<file path="src/rtl/psum_acc_wb.sv">
// ---------------------------------------------------------------------------
// psum_acc_wb - output partial-sum accumulator and write-back stage
//
// Takes one (address, partial sum) beat per cycle and read-modify-writes the
// output SRAM, accumulating across input channels. It forwards in-flight
// results around the SRAM read-after-write window, saturates to ACC_W, counts
// final writes to flag the end of a layer, and can bulk-zero the buffer.
//
// Ports:
//   clk, rst                 clock, synchronous active-high reset
//   in_valid/in_ready        beat handshake
//   in_addr, in_psum         output word address, signed partial sum
//   in_first, in_last        first channel (old value = 0), last channel
//   out_total                number of final writes that make up one layer
//   clr_start, clr_len       request zeroing of words 0..clr_len-1
//   mem_rd_en/addr/data      SRAM read port (data returned next cycle)
//   mem_wr_en/addr/data      SRAM write port (registered)
//   layer_done               one-cycle pulse with the layer's last write
//   busy                     clearing, or pipeline not empty
//
// Build option: define PSUM_RELU_EN to store max(sum,0) on final writes.
//
// state | meaning
// RUN   | accepting beats
// DRAIN | clear requested, waiting for S1 and write register to empty
// CLEAR | issuing one zero write per cycle
// ---------------------------------------------------------------------------
module psum_acc_wb #(
    parameter int DATA_W = 16,
    parameter int ACC_W  = 32,
    parameter int ADDR_W = 16
) (
    input  logic              clk,
    input  logic              rst,
    input  logic              in_valid,
    output logic              in_ready,
    input  logic [ADDR_W-1:0] in_addr,
    input  logic [DATA_W-1:0] in_psum,
    input  logic              in_first,
    input  logic              in_last,
    input  logic [ADDR_W-1:0] out_total,
    input  logic              clr_start,
    input  logic [ADDR_W-1:0] clr_len,
    output logic              mem_rd_en,
    output logic [ADDR_W-1:0] mem_rd_addr,
    input  logic [ACC_W-1:0]  mem_rd_data,
    output logic              mem_wr_en,
    output logic [ADDR_W-1:0] mem_wr_addr,
    output logic [ACC_W-1:0]  mem_wr_data,
    output logic              layer_done,
    output logic              busy
);

    typedef enum logic [1:0] {RUN = 2'd0, DRAIN = 2'd1, CLEAR = 2'd2} state_t;

    localparam logic [ACC_W-1:0] ACC_MAX = {1'b0, {(ACC_W-1){1'b1}}};
    localparam logic [ACC_W-1:0] ACC_MIN = {1'b1, {(ACC_W-1){1'b0}}};

    state_t state, state_nxt;

    logic              accept, clr_go, clr_exit, zero_wr, drained, clr_more;

    logic              s1_valid, s1_first, s1_last;
    logic [ADDR_W-1:0] s1_addr;
    logic [DATA_W-1:0] s1_psum;

    // Copy of the write issued last cycle: SRAM reads that collided with it
    // returned the old word.
    logic              dly_valid;
    logic [ADDR_W-1:0] dly_addr;
    logic [ACC_W-1:0]  dly_data;

    logic [ADDR_W-1:0] done_cnt, cnt_inc;
    logic [ADDR_W-1:0] clr_len_q, clr_idx;

    logic [ACC_W-1:0]  operand, sum_sat, store_val;
    logic [ACC_W:0]    sum_wide;

    assign drained  = !s1_valid && !mem_wr_en;
    assign clr_more = (clr_idx != clr_len_q);
    assign cnt_inc  = done_cnt + ADDR_W'(1);

    // ---------------- FSM: state register ----------------
    always_ff @(posedge clk) begin
        if (rst) state <= RUN;
        else     state <= state_nxt;
    end

    // ---------------- FSM: next state ----------------
    always_comb begin
        state_nxt = state;
        case (state)
            RUN:     if (clr_start && clr_len != '0) state_nxt = DRAIN;
            DRAIN:   if (drained) state_nxt = CLEAR;
            CLEAR:   if (!clr_more) state_nxt = RUN;
            default: state_nxt = RUN;
        endcase
    end

    // ---------------- FSM: outputs ----------------
    always_comb begin
        in_ready    = !rst && (state == RUN) && !clr_start;
        accept      = in_ready && in_valid;
        mem_rd_en   = accept && !in_first;
        mem_rd_addr = accept ? in_addr : '0;
        busy        = !rst && ((state != RUN) || s1_valid || mem_wr_en);
        clr_go      = !rst && (state == RUN) && clr_start && (clr_len != '0);
        // The first zero write is registered in the last DRAIN cycle so it
        // lands in the first CLEAR cycle.
        zero_wr     = ((state == DRAIN) && drained) || ((state == CLEAR) && clr_more);
        clr_exit    = (state == CLEAR) && !clr_more;
    end

    // ---------------- S1 operand select and saturating add ----------------
    always_comb begin
        if (s1_first)
            operand = '0;
        else if (mem_wr_en && mem_wr_addr == s1_addr)
            operand = mem_wr_data;
        else if (dly_valid && dly_addr == s1_addr)
            operand = dly_data;
        else
            operand = mem_rd_data;

        sum_wide = {operand[ACC_W-1], operand}
                 + {{(ACC_W+1-DATA_W){s1_psum[DATA_W-1]}}, s1_psum};

        // Overflow when the two top bits disagree; the top bit is the true sign.
        if (sum_wide[ACC_W] != sum_wide[ACC_W-1])
            sum_sat = sum_wide[ACC_W] ? ACC_MIN : ACC_MAX;
        else
            sum_sat = sum_wide[ACC_W-1:0];

`ifdef PSUM_RELU_EN
        store_val = (s1_last && sum_sat[ACC_W-1]) ? '0 : sum_sat;
`else
        store_val = sum_sat;
`endif
    end

    // ---------------- pipeline, write register, counters ----------------
    always_ff @(posedge clk) begin
        if (rst) begin
            s1_valid    <= 1'b0;
            s1_first    <= 1'b0;
            s1_last     <= 1'b0;
            s1_addr     <= '0;
            s1_psum     <= '0;
            mem_wr_en   <= 1'b0;
            mem_wr_addr <= '0;
            mem_wr_data <= '0;
            layer_done  <= 1'b0;
            dly_valid   <= 1'b0;
            dly_addr    <= '0;
            dly_data    <= '0;
            done_cnt    <= '0;
            clr_len_q   <= '0;
            clr_idx     <= '0;
        end else begin
            s1_valid <= accept;
            if (accept) begin
                s1_first <= in_first;
                s1_last  <= in_last;
                s1_addr  <= in_addr;
                s1_psum  <= in_psum;
            end

            dly_valid <= mem_wr_en && !clr_exit;
            dly_addr  <= mem_wr_addr;
            dly_data  <= mem_wr_data;

            mem_wr_en  <= 1'b0;
            layer_done <= 1'b0;
            if (s1_valid) begin
                mem_wr_en   <= 1'b1;
                mem_wr_addr <= s1_addr;
                mem_wr_data <= store_val;
                if (s1_last) begin
                    if (out_total != '0 && cnt_inc == out_total) begin
                        layer_done <= 1'b1;
                        done_cnt   <= '0;
                    end else begin
                        done_cnt <= cnt_inc;
                    end
                end
            end else if (zero_wr) begin
                mem_wr_en   <= 1'b1;
                mem_wr_addr <= clr_idx;
                mem_wr_data <= '0;
            end

            if (clr_go) begin
                clr_len_q <= clr_len;
                clr_idx   <= '0;
            end else if (zero_wr) begin
                clr_idx <= clr_idx + ADDR_W'(1);
            end
        end
    end

endmodule

</file>
<file path="config.mk">
export PLATFORM = sky130hd
export DESIGN_NAME = psum_acc_wb
export DESIGN_NICKNAME = d
export VERILOG_FILES = /design/src/rtl/psum_acc_wb.sv
export SDC_FILE = /design/constraint.sdc
export NUM_CORES = 1
export LEC_CHECK = 0
export BUFFER_PORTS_ARGS = -buffer_cell sky130_fd_sc_hd__buf_4
export CAP_MARGIN = 10
export CORE_MARGIN = 4
export CORE_UTILIZATION = 50
export CTS_BUF_LIST = sky130_fd_sc_hd__clkbuf_16
export CTS_CLUSTER_DIAMETER = 50
export DETAILED_ROUTE_END_ITERATION = 12
export HOLD_SLACK_MARGIN = 0.05
export PLACE_DENSITY = 0.72
export SLEW_MARGIN = 20
export SYNTH_ARGS = -nofsm -noshare
export SYNTH_HDL_FRONTEND = slang
export SYNTH_SLANG_ARGS = --single-unit
</file>
<file path="constraint.sdc">
create_clock -name clk -period 11.77 [get_ports clk]
set_input_delay 1.177 -clock clk [delete_from_list [all_inputs] [get_ports clk]]
set_output_delay 1.177 -clock clk [all_outputs]
set_load 0.02 [all_outputs]
</file>
# After elaboration in Yosys (flattened, before gate mapping)
# Index checks and enable logic that the tools add are counted.
[word_totals]
ff_bits = 184
inputBits = 102
output_inout_bits = 69
word_cells = 84
[op_classes]
n_reduce_logical = 35
n_bitwise = 2
n_addsub = 3
n_eq_ne = 10
n_mux = 18
[ops]
columns = ["cell", "count"]
rows = [
  ["32-bit 2-to-1 mux", 7],
  ["16-bit 2-to-1 mux", 4],
  ["16-bit == test", 3],
  ["32-bit by 16-bit adder with 33-bit output", 1],
  ["16-bit by 1-bit adder with 16-bit output, second input constant", 2],
  ["16-bit nonzero test", 2],
  ["1-bit logical AND", 16],
  ["16-bit inequality test", 1],
  ["1-bit zero test", 7],
  ["2-bit 2-to-1 mux", 3],
  ["2-bit inequality test, second input constant", 3],
  ["2-bit one-hot mux with 3 select lines", 1],
  ["2-bit nonzero test", 2],
  ["1-bit logical OR", 3],
  ["1-bit 2-to-1 mux", 3],
  ["3-bit AND reduction", 1],
  ["3-bit OR reduction", 1],
  ["2-bit by 1-bit == test with 1-bit output, second input constant", 1],
  ["2-bit == test, second input constant", 1],
  ["2-bit zero test", 1],
  ["1-bit NOT", 2],
  ["2-bit AND reduction", 1],
  ["2-bit OR reduction", 1],
  ["1-bit inequality test", 1],
]

# Longest topological paths before layout
# Gate-level depths: netlist (run 1).
[logic_depth]
ltp_word = 9
depth_mapped = 20

# Worst setup path before layout (run 1)
# OpenSTA, ideal clock, no wires.
[synth_path]
kind = "register to register"
from = "register s1_addr[14]"
to = "register mem_wr_data[10]"
t_arrival_ns = 4.279
slack_ns = 7.369
n_path_buf = 4
required_time_ns = 11.648
path_stages_with_launch = 21
path_cell_list = "dfxtp_1 > xnor2_1 > nand4_1 > nor3_1 > nand4_1 > buf_1 > mux2i_1 > a211oi_1 > ha_1 > clkbuf_1 > nand2_1 > o21ai_0 > a41o_1 > o31a_1 > o21ai_2 > o31ai_1 > mux2_2 > and2_1 > buf_6 > buf_6 > a221o_1"
[synth_via]
elab_chain_cells = 9
elab_cells_between_ends = 12
cone_classes = "add/sub: 1; eq/ne: 3; mux: 6; reduce/logical: 2"
[synth_lines]
columns = ["element", "line_no", "text"]
rows = [
  ["start: declaration", "64", "logic [ADDR_W-1:0] s1_addr;"],
  ["start signal: assignment", "164", "s1_addr <= in_addr;"],
  ["16-bit == test", "120", "else if (dly_valid && dly_addr == s1_addr)"],
  ["1-bit logical AND", "120", ""],
  ["32-bit 2-to-1 mux", "120", ""],
  ["32-bit 2-to-1 mux *", "118", "else if (mem_wr_en && mem_wr_addr == s1_addr)"],
  ["32-bit 2-to-1 mux *", "116", "if (s1_first)"],
  ["32-bit by 16-bit adder with 33-bit output *", "126", "+ {{(ACC_W+1-DATA_W){s1_psum[DATA_W-1]}}, s1_psum};"],
  ["32-bit 2-to-1 mux or 1-bit inequality test (tied branches)", "130, 129", ""],
  ["32-bit 2-to-1 mux *", "129", "if (sum_wide[ACC_W] != sum_wide[ACC_W-1])"],
  ["32-bit 2-to-1 mux *", "174", "if (s1_valid) begin"],
  ["end signal: assignment", "177", "mem_wr_data <= store_val;"],
  ["end: declaration", "49", "output logic [ACC_W-1:0] mem_wr_data,"],
]
# Mark *: on every way between the ends. The rest lies on a longest branch, timed or not.
# A chain may end at the register's enable or synchronous reset.

# Worst setup path after layout (run 1)
[layout_path]
from = "input rst"
to = "output mem_rd_addr[0]"
[layout_via]
elab_chain_cells = 5
[layout_lines]
columns = ["element", "line_no", "text"]
rows = [
  ["start: declaration", "34", "input logic rst,"],
  ["1-bit zero test", "102", "in_ready = !rst && (state == RUN) && !clr_start;"],
  ["1-bit logical AND (2 in a row)", "102", ""],
  ["1-bit logical AND", "103", "accept = in_ready && in_valid;"],
  ["16-bit 2-to-1 mux", "105", "mem_rd_addr = accept ? in_addr : '0;"],
  ["end: declaration", "45", "output logic [ADDR_W-1:0] mem_rd_addr,"],
]
# Every way passes these cells.

==> results_dict.tcl, run 1 <==
set metrics [dict create \
    synth_area_um2 10120 \
    cts-buffers-inserted 17 \
    muxShareOfSynthArea_pct 4.959 \
    crit_path_end_kind "primary output" \
    min_from "s1_psum[5]$_SDFFE_PP0P_" \
    max-vdd-ir-drop_uv 106.3 \
    synth-compound-area-share_pct 18.32 \
    synthArstFlopShare_pct 0 \
    holdWs_ps 461.9 \
    pin_count 171 \
    drt-initial-drc-count 595 \
    max_freq_mhz 188.8 \
    critical_path_class "in2out" \
    grt_use_total_pct 23.43 \
    period_share_pct 44.99 \
    nets 1469 \
    cts_tree "yes" \
    synth_fa_ha_area_share_pct 4.403 \
    clk-insertion-delay-late_ps 430 \
    pwr-share-comb_pct 18.7 \
    clkTransAtPathRegs_ps 70 \
    grt-ovfl-total 0 \
    power_switching_share_pct 28.12 \
    initial_utilization_pct 51.48 \
    synth.area.top_cells "dfxtp_1, xnor2_1, a21oi_1, mux2i_1, nand2_1" \
    htreeDepth 4 \
    outcome "finished, final reports clean" \
    place_congestion 0.8839 \
    cp-start-kind "input port" \
    cts_hold_buf 0 \
    cts_root_buf "clkbuf_16" \
    grt_pass1_vias 8536 \
    syn_inst 1212 \
    synth.avg_cell_area_um2 8.348 \
    final_max_slew_viol_count 0 \
    synth_top_family_by_area "simple AND/OR/NAND/NOR gates" \
    coreArea_um2 19650 \
    hold_class "reg2reg" \
    seq_power_share_pct 42.3 \
    yosys_warnings 0 \
    tns_ps 0 \
    via_per_inst 5.555 \
    antenna_cells 0 \
    synth-seq-cells 184 \
    worstPathRequired_ps 10590 \
    yosysMostFrequentCell "dfxtp_1" \
    pwr-share-clk_pct 39.0 \
    reg2reg_depth 18 \
    finalCriticalPeriod_ps 5295 \
    ys_seq_area_share_pct 36.41 \
    dieArea_um2 22570 \
    stdcell_count 1610 \
    skew_ps 10.97 \
    routed_wl_um 26690 \
    hold_path_end "s1_psum[5]$_SDFFE_PP0P_" \
    pre_cts_slack_ps 6467 \
    design_area_um2 12110 \
    synth_largest_area_cell "dfxtp_1" \
    synth_xor_area_share_pct 9.857 \
    setup_violations 0 \
    place_area_um2 11480 \
    layout-drive-gt1-share_pct 17.03 \
    synthDistinctLibCells 71 \
    first_pass_iters 6 \
    drc 0 \
    fin_util_pct 61.61 \
    portBuffers 170 \
    netlist.area_leader.share_pct 36.41 \
    worstMarginPinSlew_ps 1044 \
    synth_edf_count 0 \
    whs_path_depth 2 \
    cp.arrival_ps 4120 \
    antenna_found_initial 0 \
    reg2reg_to "mem_wr_data[29]$_SDFFE_PP0P_" \
    die_h_um 150.2 \
    rows 51 \
    finalHoldViolCount 0 \
    crit_fanout 73 \
    cts_num_sinks 184 \
    rrSetupSlack_ps 6740 \
    rsz0062_at_grt "no" \
    cts_buffer_depth 2 \
    synth_ff_type "dfxtp_1" \
    cts_resized 0 \
    dp.cells 1578 \
    post_cts_buffers 0 \
    fin_total_pwr_mw 1.565 \
    p_int_mw 1.125 \
    synth-simple-area-share_pct 20.96 \
    maxCapViolCount 0 \
    netlist_top_cells_count "dfxtp_1, nand2_1, a21oi_1" \
    grt_pass1_wl_um 42680 \
    syn_nets 1349 \
    grt_max_degree 74 \
    area_delta_synth_final_pct 19.68 \
    antenna_left 0 \
    vias 8943 \
    netSwitchingPower_mw 0.4401 \
    p_leak_nw 5.474 \
    relSlewSlack_pct 29.99 \
    r2r_start "s1_addr[14]$_SDFFE_PP0P_" \
    power_density_nw_per_um2 129.2 \
    drt-wirelength-per-cell_um 16.58 \
    hpwlAfterDp_um 19050 \
    layout_setup_ws_ps 6475 \
    die_w_um 150.2 \
]
-- routing by layer --
metal  vias to the layer above  part of all wire [%]  global-route usage (%)
li1                       4492                     -                       -
met1                      4161                    46                   31.85
met2                       252                    46                   38.09
met3                        38                   5.6                   3.883
met4                         0                   1.9                   7.594
met5                         -                     0                       0
-- layout by cell type (no fill, tap or decap), types with 4 or more instances in the layout --
cell        Yosys  final
a211oi_1       38     37
a21o_1         16     16
a21oi_1       105    105
a221o_1        28     28
a31oi_1         6      5
and2_1          6      5
and4_1          4      4
buf_4           1    178
bufinv_16       0      4
clkbuf_16       0     17
clkinvlp_4      0      4
dfxtp_1       184    184
ha_1           34     34
inv_1          47     47
mux2i_1        49     49
nand2_1       128    128
nand2b_1        5      5
nand3_1        18     18
nand3b_1       17     17
nand4_1        22     22
nor2_1        103    103
nor2b_1        55     55
nor3_1         11     11
nor3b_1         5      4
nor4_1         17     17
o211ai_1        6      6
o21ai_0        38     38
o21ai_1         6      6
o21bai_1        5      5
o31ai_1         4      4
or3_1          15     15
or4_1           4      4
xnor2_1        61     61
xor2_1         51     51
-- critical path, stage by stage --
cell	delay, ps
buf_4	600
nor4_1	150
nand2_1	100
buf_4	380
clkinv_1	940
nand2_1	490
inv_1	80
buf_4	160
-- kinds of logic (layout without fill, tap and decap cells) --
family | after synthesis | after routing
AOI/OAI and AO/OA | 281 | 281
xor gates and xnor gates | 113 | 113
adders and majority gates | 35 | 35
buffers and inverters | 125 | 258
DFF | 184 | 184
muxes | 50 | 50
and+or+nand+nor | 424 | 424
-- registers in the layout, indices dropped and copies added (netlist names) --
signal and cells:
mem_wr_data 32, clr_len_q 16, dly_addr 16, dly_valid 1, state 2, clr_idx 16, layer_done 1, done_cnt 16
mem_wr_addr 16, s1_last 1, mem_wr_en 1, s1_first 1, s1_valid 1, s1_psum 16, s1_addr 16, dly_data 32
-- how the worst max path moves through the flow --
| stage | from | to |
|---|---|---|
| final | rst | mem_rd_addr[0] |
| after global routing | rst | mem_rd_addr[0] |
| after CTS | rst | mem_rd_addr[0] |
| after detailed placement | rst | mem_rd_addr[0] |
| after global placement | rst | mem_rd_addr[0] |
| after floorplan | s1_addr[14]$_SDFFE_PP0P_ | mem_wr_data[10]$_SDFFE_PP0P_ |
-- cell type report --
class / instances / area, µm²
Fill cell: 1830 / 7546
Multi-Input combinational cell: 903 / 5952
Sequential cell: 184 / 3684
Timing Repair Buffer: 178 / 1336
Clock buffer: 17 / 425.4
Tap cell: 265 / 331.6
Clock inverter: 15 / 198.9
Inverter: 48 / 180.2
-- power groups by stage --
stage               Sequential (mW)  Combinational, mW  Clock [mW]
global placement              0.676              0.287           0
floorplan                     0.678              0.194           0
detailed placement            0.676              0.291           0
global route                  0.665              0.323       0.648
finish                        0.662              0.292       0.610
CTS                           0.662              0.292       0.618
Note: power is estimated with default switching activity, not from simulation.
==> run 2, diff against run 1 <==
==> constraint.sdc (replaced) <==
create_clock -name clk -period 5.4 [get_ports clk]
set_input_delay 0.54 -clock clk [delete_from_list [all_inputs] [get_ports clk]]
set_output_delay 0.54 -clock clk [all_outputs]
set_load 0.02 [all_outputs]
==> run 2 against run 1 <==
Total power up 110%. Die area unchanged. Critical path depth up 10. Sequential cell count unchanged. Clock power up 110%. Clock-buffer cell count unchanged. Routed wire length down 0.51%. Sequential share of layout area about the same. Combinational power up 120%. Critical path type is now reg2reg.
==> results_dict.tcl, run 2 (synthesis gave the netlist of run 1 again) <==
set metrics [dict create \
    drt-wirelength-per-cell_um 16.48 \
    rows 51 \
    coreArea_um2 19650 \
    routed_wl_um 26550 \
    p_leak_nw 5.497 \
    final_common_cell "dfxtp_1" \
    max-vdd-ir-drop_uv 210.1 \
    period_share_pct 91.98 \
    place_congestion 0.9104 \
    cts_resized 0 \
    antenna_cells 0 \
    outcome "finished, final reports clean" \
    post_cts_buffers 0 \
    finalHoldViolCount 0 \
    drc 0 \
    setup_violations 0 \
    grt-ovfl-total 0 \
    grt_max_degree 76 \
    area_delta_synth_final_pct 19.82 \
    die_h_um 150.2 \
    worstPathRequired_ps 5720 \
    first_pass_iters 5 \
    layout-drive-gt1-share_pct 17.24 \
    cp-start-kind "flip-flop" \
    nets 1470 \
    nFillCells 1840 \
    clkTransAtPathRegs_ps 80 \
    power_density_nw_per_um2 277.4 \
    path_cells "xnor2_1 -> nand4_1 -> nor3_1 -> nand4_1 -> buf_4 -> mux2i_1 -> a211oi_1 -> ha_1 -> fa_1 -> a211oi_1 -> o211ai_1 -> a21oi_1 -> nand3_1 -> a311oi_1 -> nor2b_1 -> mux2_2 -> and2_2 -> a221o_1" \
    hpwlAfterDp_um 19020 \
    tns_ps 0 \
    dieArea_um2 22570 \
    worstMarginPinSlew_ps 1096 \
    cts_num_sinks 184 \
    antenna_found_initial 0 \
    portBuffers 170 \
    rsz0062_at_grt "no" \
    final_max_slew_viol_count 0 \
    grt_pass1_vias 8443 \
    initial_utilization_pct 51.48 \
    cts-buffers-inserted 17 \
    finalCriticalPeriod_ps 4967 \
    slowest_stage "fa_1" \
    hold_class "in2reg" \
    pin_count 171 \
    crit_path_end_kind "flip-flop" \
    crit_fanout 32 \
    htreeDepth 4 \
    cts_tree "yes" \
    die_w_um 150.2 \
    via_per_inst 5.554 \
    max_freq_mhz 201.3 \
    reg.largest.list "dly_data: 32 flops, mem_wr_data: 32 flops" \
    grt_use_total_pct 23.42 \
    skew_ps 16.54 \
    cp.arrival_ps 5280 \
    mostFrequentLayoutCells "dfxtp_1, buf_4, nand2_1" \
    maxCapViolCount 0 \
    cts_hold_buf 0 \
    vias 8948 \
    relSlewSlack_pct 26.82 \
    cp_slowest_stage_delay_ps 420 \
    cts_root_buf "clkbuf_16" \
    drt-initial-drc-count 539 \
    grt_pass1_wl_um 42730 \
    critical_path_class "reg2reg" \
    cts_buffer_depth 2 \
    seq_area_um2 3684 \
    clk-insertion-delay-late_ps 440 \
    multi_input_area_um2 5952 \
    holdWs_ps 351.0 \
    antenna_left 0 \
]
## run 2: changes by cell type in the layout (fill, tap and decap cells not counted)
cell | previous run | this run
clkinvlp_4 | 4 | 0
buf_12 | 0 | 1
inv_8 | 0 | 4
inv_6 | 2 | 3
clkinv_8 | 0 | 5
clkinv_1 | 2 | 0
bufinv_16 | 4 | 0
inv_2 | 0 | 1
clkinv_2 | 2 | 0
clkinv_4 | 2 | 1
inv_12 | 0 | 2
## run 2: final timing paths
| check | start | end | slack (ps) | depth (start not counted) |
|---|---|---|---|---|
| min reg2reg | s1_psum[13]$_SDFFE_PP0P_ | s1_psum[13]$_SDFFE_PP0P_ | 470 | 2 |
| min | in_psum[14] | s1_psum[14]$_SDFFE_PP0P_ | 350 | 3 |
| max | s1_addr[7]$_SDFFE_PP0P_ | mem_wr_data[4]$_SDFFE_PP0P_ | 430 | 18 |
| max reg2reg | s1_addr[7]$_SDFFE_PP0P_ | mem_wr_data[4]$_SDFFE_PP0P_ | 430 | 18 |
## run 2: per-stage QoR
step	area [µm²]	power (mW)	worst slack [ps]	std cells	utilization, %
after floorplan	10120	1.902	999.4	1212	-
after detailed placement	11500	2.107	305.4	1579	58.52
after global placement	11500	2.101	392.7	1579	58.52
after global routing	12120	3.510	53.88	1611	61.68
after CTS	12120	3.382	229.9	1611	61.68
final	12120	3.363	433.2	1611	61.68
## run 2: area by class of cell
type / count / share of cell area (%)
Clock buffer: 17 / 3.509
Clock inverter: 15 / 1.600
Inverter: 48 / 1.486
Multi-Input combinational cell: 903 / 49.10
Sequential cell: 184 / 30.38
Tap cell: 265 / 2.735
Timing Repair Buffer: 179 / 11.19
## run 2: routing by layer
layer / share of wire [%] / global-route usage [%] / up-vias
li1: - / - / 4509
met1: 46 / 31.47 / 4177
met2: 47 / 37.98 / 229
met3: 5.3 / 4.937 / 33
met4: 1.8 / 7.136 / 0
met5: 0 / 0 / -
## run 2: where the power goes
group          internal (mW)  switching [mW]
Combinational          0.276           0.358
Clock                  0.639           0.643
Sequential              1.40          0.0460
## run 2: worst max-delay path: cells and delay by family (launching register included)
family,cells,cell delay (ps)
AOI/OAI and AO/OA,6,1560
xor gates and xnor gates,1,150
adders and majority gates,2,690
buffers and inverters,1,340
DFF,1,410
muxes,2,550
and+or+nand+nor,6,1120
==> run 3, diff against run 2 <==
--- a/config.mk
+++ b/config.mk
@@ -8,12 +8,13 @@
 export BUFFER_PORTS_ARGS = -buffer_cell sky130_fd_sc_hd__buf_4
 export CAP_MARGIN = 10
 export CORE_MARGIN = 4
-export CORE_UTILIZATION = 50
+export CORE_UTILIZATION = 57
 export CTS_BUF_LIST = sky130_fd_sc_hd__clkbuf_16
 export CTS_CLUSTER_DIAMETER = 50
 export DETAILED_ROUTE_END_ITERATION = 12
 export HOLD_SLACK_MARGIN = 0.05
-export PLACE_DENSITY = 0.72
+export PLACE_DENSITY = 0.77
+export SETUP_SLACK_MARGIN = 0.5
 export SLEW_MARGIN = 20
 export SYNTH_ARGS = -nofsm -noshare
 export SYNTH_HDL_FRONTEND = slang
==> run 3 against run 2 <==
Clock-buffer cell count stayed put. Clock skew is 4.3 ps lower. Maximum frequency is 8.0% higher.
==> results_dict.tcl, run 3 (synthesis gave the netlist of run 1 again) <==
set metrics [dict create \
    outcome "finished, final reports clean" \
    portBuffers 170 \
    cp.arrival_ps 4910 \
    netSwitchingPower_mw 0.9917 \
    rsz0062_at_grt "yes" \
    pin_count 171 \
    drt-wirelength-per-cell_um 16.74 \
    rrSetupSlack_ps 800 \
    cts_root_buf "clkbuf_16" \
    antenna_found_initial 0 \
    cp_slowest_stage_delay_ps 430 \
    mostFrequentLayoutCells "dfxtp_1, buf_4, nand2_1" \
    nFillCells 1451 \
    p_int_mw 2.338 \
    pwr-share-clk_pct 37.2 \
    crit_top_cell "nand4_1" \
    clk-insertion-delay-late_ps 430 \
    critical_path_class "reg2reg" \
    layout-drive-gt1-share_pct 17.93 \
    cts_buffer_depth 2 \
    routed_wl_um 26360 \
    rows 48 \
    finalHoldViolCount 0 \
    finalCriticalPeriod_ps 4600 \
    hpwlAfterDp_um 18820 \
    nets 1474 \
    grt_max_degree 86 \
    reg.largest.list "dly_data: 32 flops, mem_wr_data: 32 flops" \
    slowest_stage "dfxtp_1" \
    cts_num_sinks 184 \
    tns_ps 0 \
    path_cells "xnor2_1 -> nand4_1 -> nor3_1 -> nand4_1 -> buf_12 -> mux2i_1 -> a211oi_1 -> ha_1 -> fa_1 -> a211oi_2 -> o211ai_1 -> a21oi_2 -> nand3_2 -> a311oi_2 -> nor2b_1 -> mux2_2 -> and2_4 -> a221o_1" \
    skew_ps 12.29 \
    clkTransAtPathRegs_ps 70 \
    dp.cells 1540 \
    cts-buffers-inserted 17 \
    holdWs_ps 357.6 \
    area_delta_synth_final_pct 19.85 \
    crit_path_end_kind "flip-flop" \
    power_switching_share_pct 29.78 \
    hold_class "in2reg" \
    reg2reg_depth 18 \
    drt-initial-drc-count 606 \
    worstMarginPinSlew_ps 862.6 \
    fin_total_pwr_mw 3.330 \
    seq_power_share_pct 43.4 \
    antenna_left 0 \
    worstPathRequired_ps 5710 \
    max-vdd-ir-drop_uv 241.4 \
    antenna_cells 0 \
    via_per_inst 5.710 \
    power_density_nw_per_um2 274.6 \
    setup_violations 0 \
    grt_use_total_pct 26.04 \
    place_congestion 0.9059 \
    cts_hold_buf 0 \
    whs_path_depth 3 \
    stdcell_count 1575 \
    pwr-share-comb_pct 19.4 \
    p_leak_nw 5.515 \
    coreArea_um2 17360 \
    relSlewSlack_pct 42.49 \
    final_max_slew_viol_count 0 \
    grt_pass1_wl_um 43070 \
    maxCapViolCount 0 \
    cts_tree "yes" \
    die_h_um 141.2 \
    final_common_cell "dfxtp_1" \
    grt-ovfl-total 0 \
    first_pass_iters 5 \
    die_w_um 141.2 \
    crit_fanout 32 \
    max_freq_mhz 217.4 \
    period_share_pct 85.18 \
    vias 8994 \
    grt_pass1_vias 8527 \
    cp-start-kind "flip-flop" \
    r2r_start "s1_addr[13]$_SDFFE_PP0P_" \
    hold_path_end "s1_last$_SDFFE_PP0P_" \
    reg2reg_to "mem_wr_data[6]$_SDFFE_PP0P_" \
    min_from "in_last" \
    htreeDepth 4 \
    initial_utilization_pct 58.29 \
    drc 0 \
    dieArea_um2 19940 \
]
[run 3: how the worst max path moves through the flow]
stage                                         to                      from  slack [ps]
floorplan           mem_wr_data[10]$_SDFFE_PP0P_  s1_addr[14]$_SDFFE_PP0P_        1000
global placement    mem_wr_data[16]$_SDFFE_PP0P_   s1_addr[9]$_SDFFE_PP0P_         230
detailed placement  mem_wr_data[12]$_SDFFE_PP0P_  s1_addr[13]$_SDFFE_PP0P_         390
CTS                  mem_wr_data[6]$_SDFFE_PP0P_   s1_addr[6]$_SDFFE_PP0P_         570
global route         mem_wr_data[6]$_SDFFE_PP0P_   s1_addr[0]$_SDFFE_PP0P_         450
finish               mem_wr_data[6]$_SDFFE_PP0P_  s1_addr[13]$_SDFFE_PP0P_         800
[run 3: cell type report]
type | count | area, µm² | area share, %
Clock inverter | 15 | 165.2 | 1.362
Inverter | 48 | 180.2 | 1.486
Clock buffer | 17 | 425.4 | 3.508
Multi-Input combinational cell | 903 | 5986 | 49.37
Tap cell | 225 | 281.5 | 2.322
Sequential cell | 184 | 3685 | 30.39
Timing Repair Buffer | 183 | 1403 | 11.57
[run 3: timing repair]
item,4_1_cts,5_1_grt
gates resized for setup,3,13
pin swaps,0,4
gates cloned,0,0
setup buffers,0,3
endpoints found under the setup margin,28,31
[run 3: worst max-delay path: cells and delay by family (launching register included)]
family | cells | cell delay [ps]
flip-flops | 1 | 430
XOR/XNOR | 1 | 140
adder cells (fa/ha/maj) | 2 | 660
AND/OR/NAND/NOR | 6 | 1070
AO/OA/AOI/OAI | 6 | 1420
buffers and inverters | 1 | 240
multiplexers | 2 | 500
[run 3: power by group through the flow]
stage / clock network, mW / registers (mW) / logic, mW
after floorplan: 0 / 1.48 / 0.424
after global placement: 0 / 1.47 / 0.624
after detailed placement: 0 / 1.47 / 0.630
after CTS: 1.25 / 1.44 / 0.636
after global routing: 1.31 / 1.45 / 0.710
final: 1.24 / 1.44 / 0.646
[run 3: per-layer routing]
metal  track usage, %  vias up  wire [µm]
met5                0        -          0
li1                 -     4506          -
met4            7.700        0        531
met1            36.58     4178      11970
met2            40.88      278      12160
met3            4.885       32       1702
[run 3: per-stage QoR]
stage | cell area (µm²) | util, % | setup slack [ps]
final | 12130 | 69.86 | 800.0
after global routing | 12130 | 69.86 | 445.8
after CTS | 12050 | 69.43 | 568.7
after detailed placement | 11450 | 65.98 | 390.5
after global placement | 11450 | 65.97 | 227.5
after floorplan | 10120 | - | 999.4
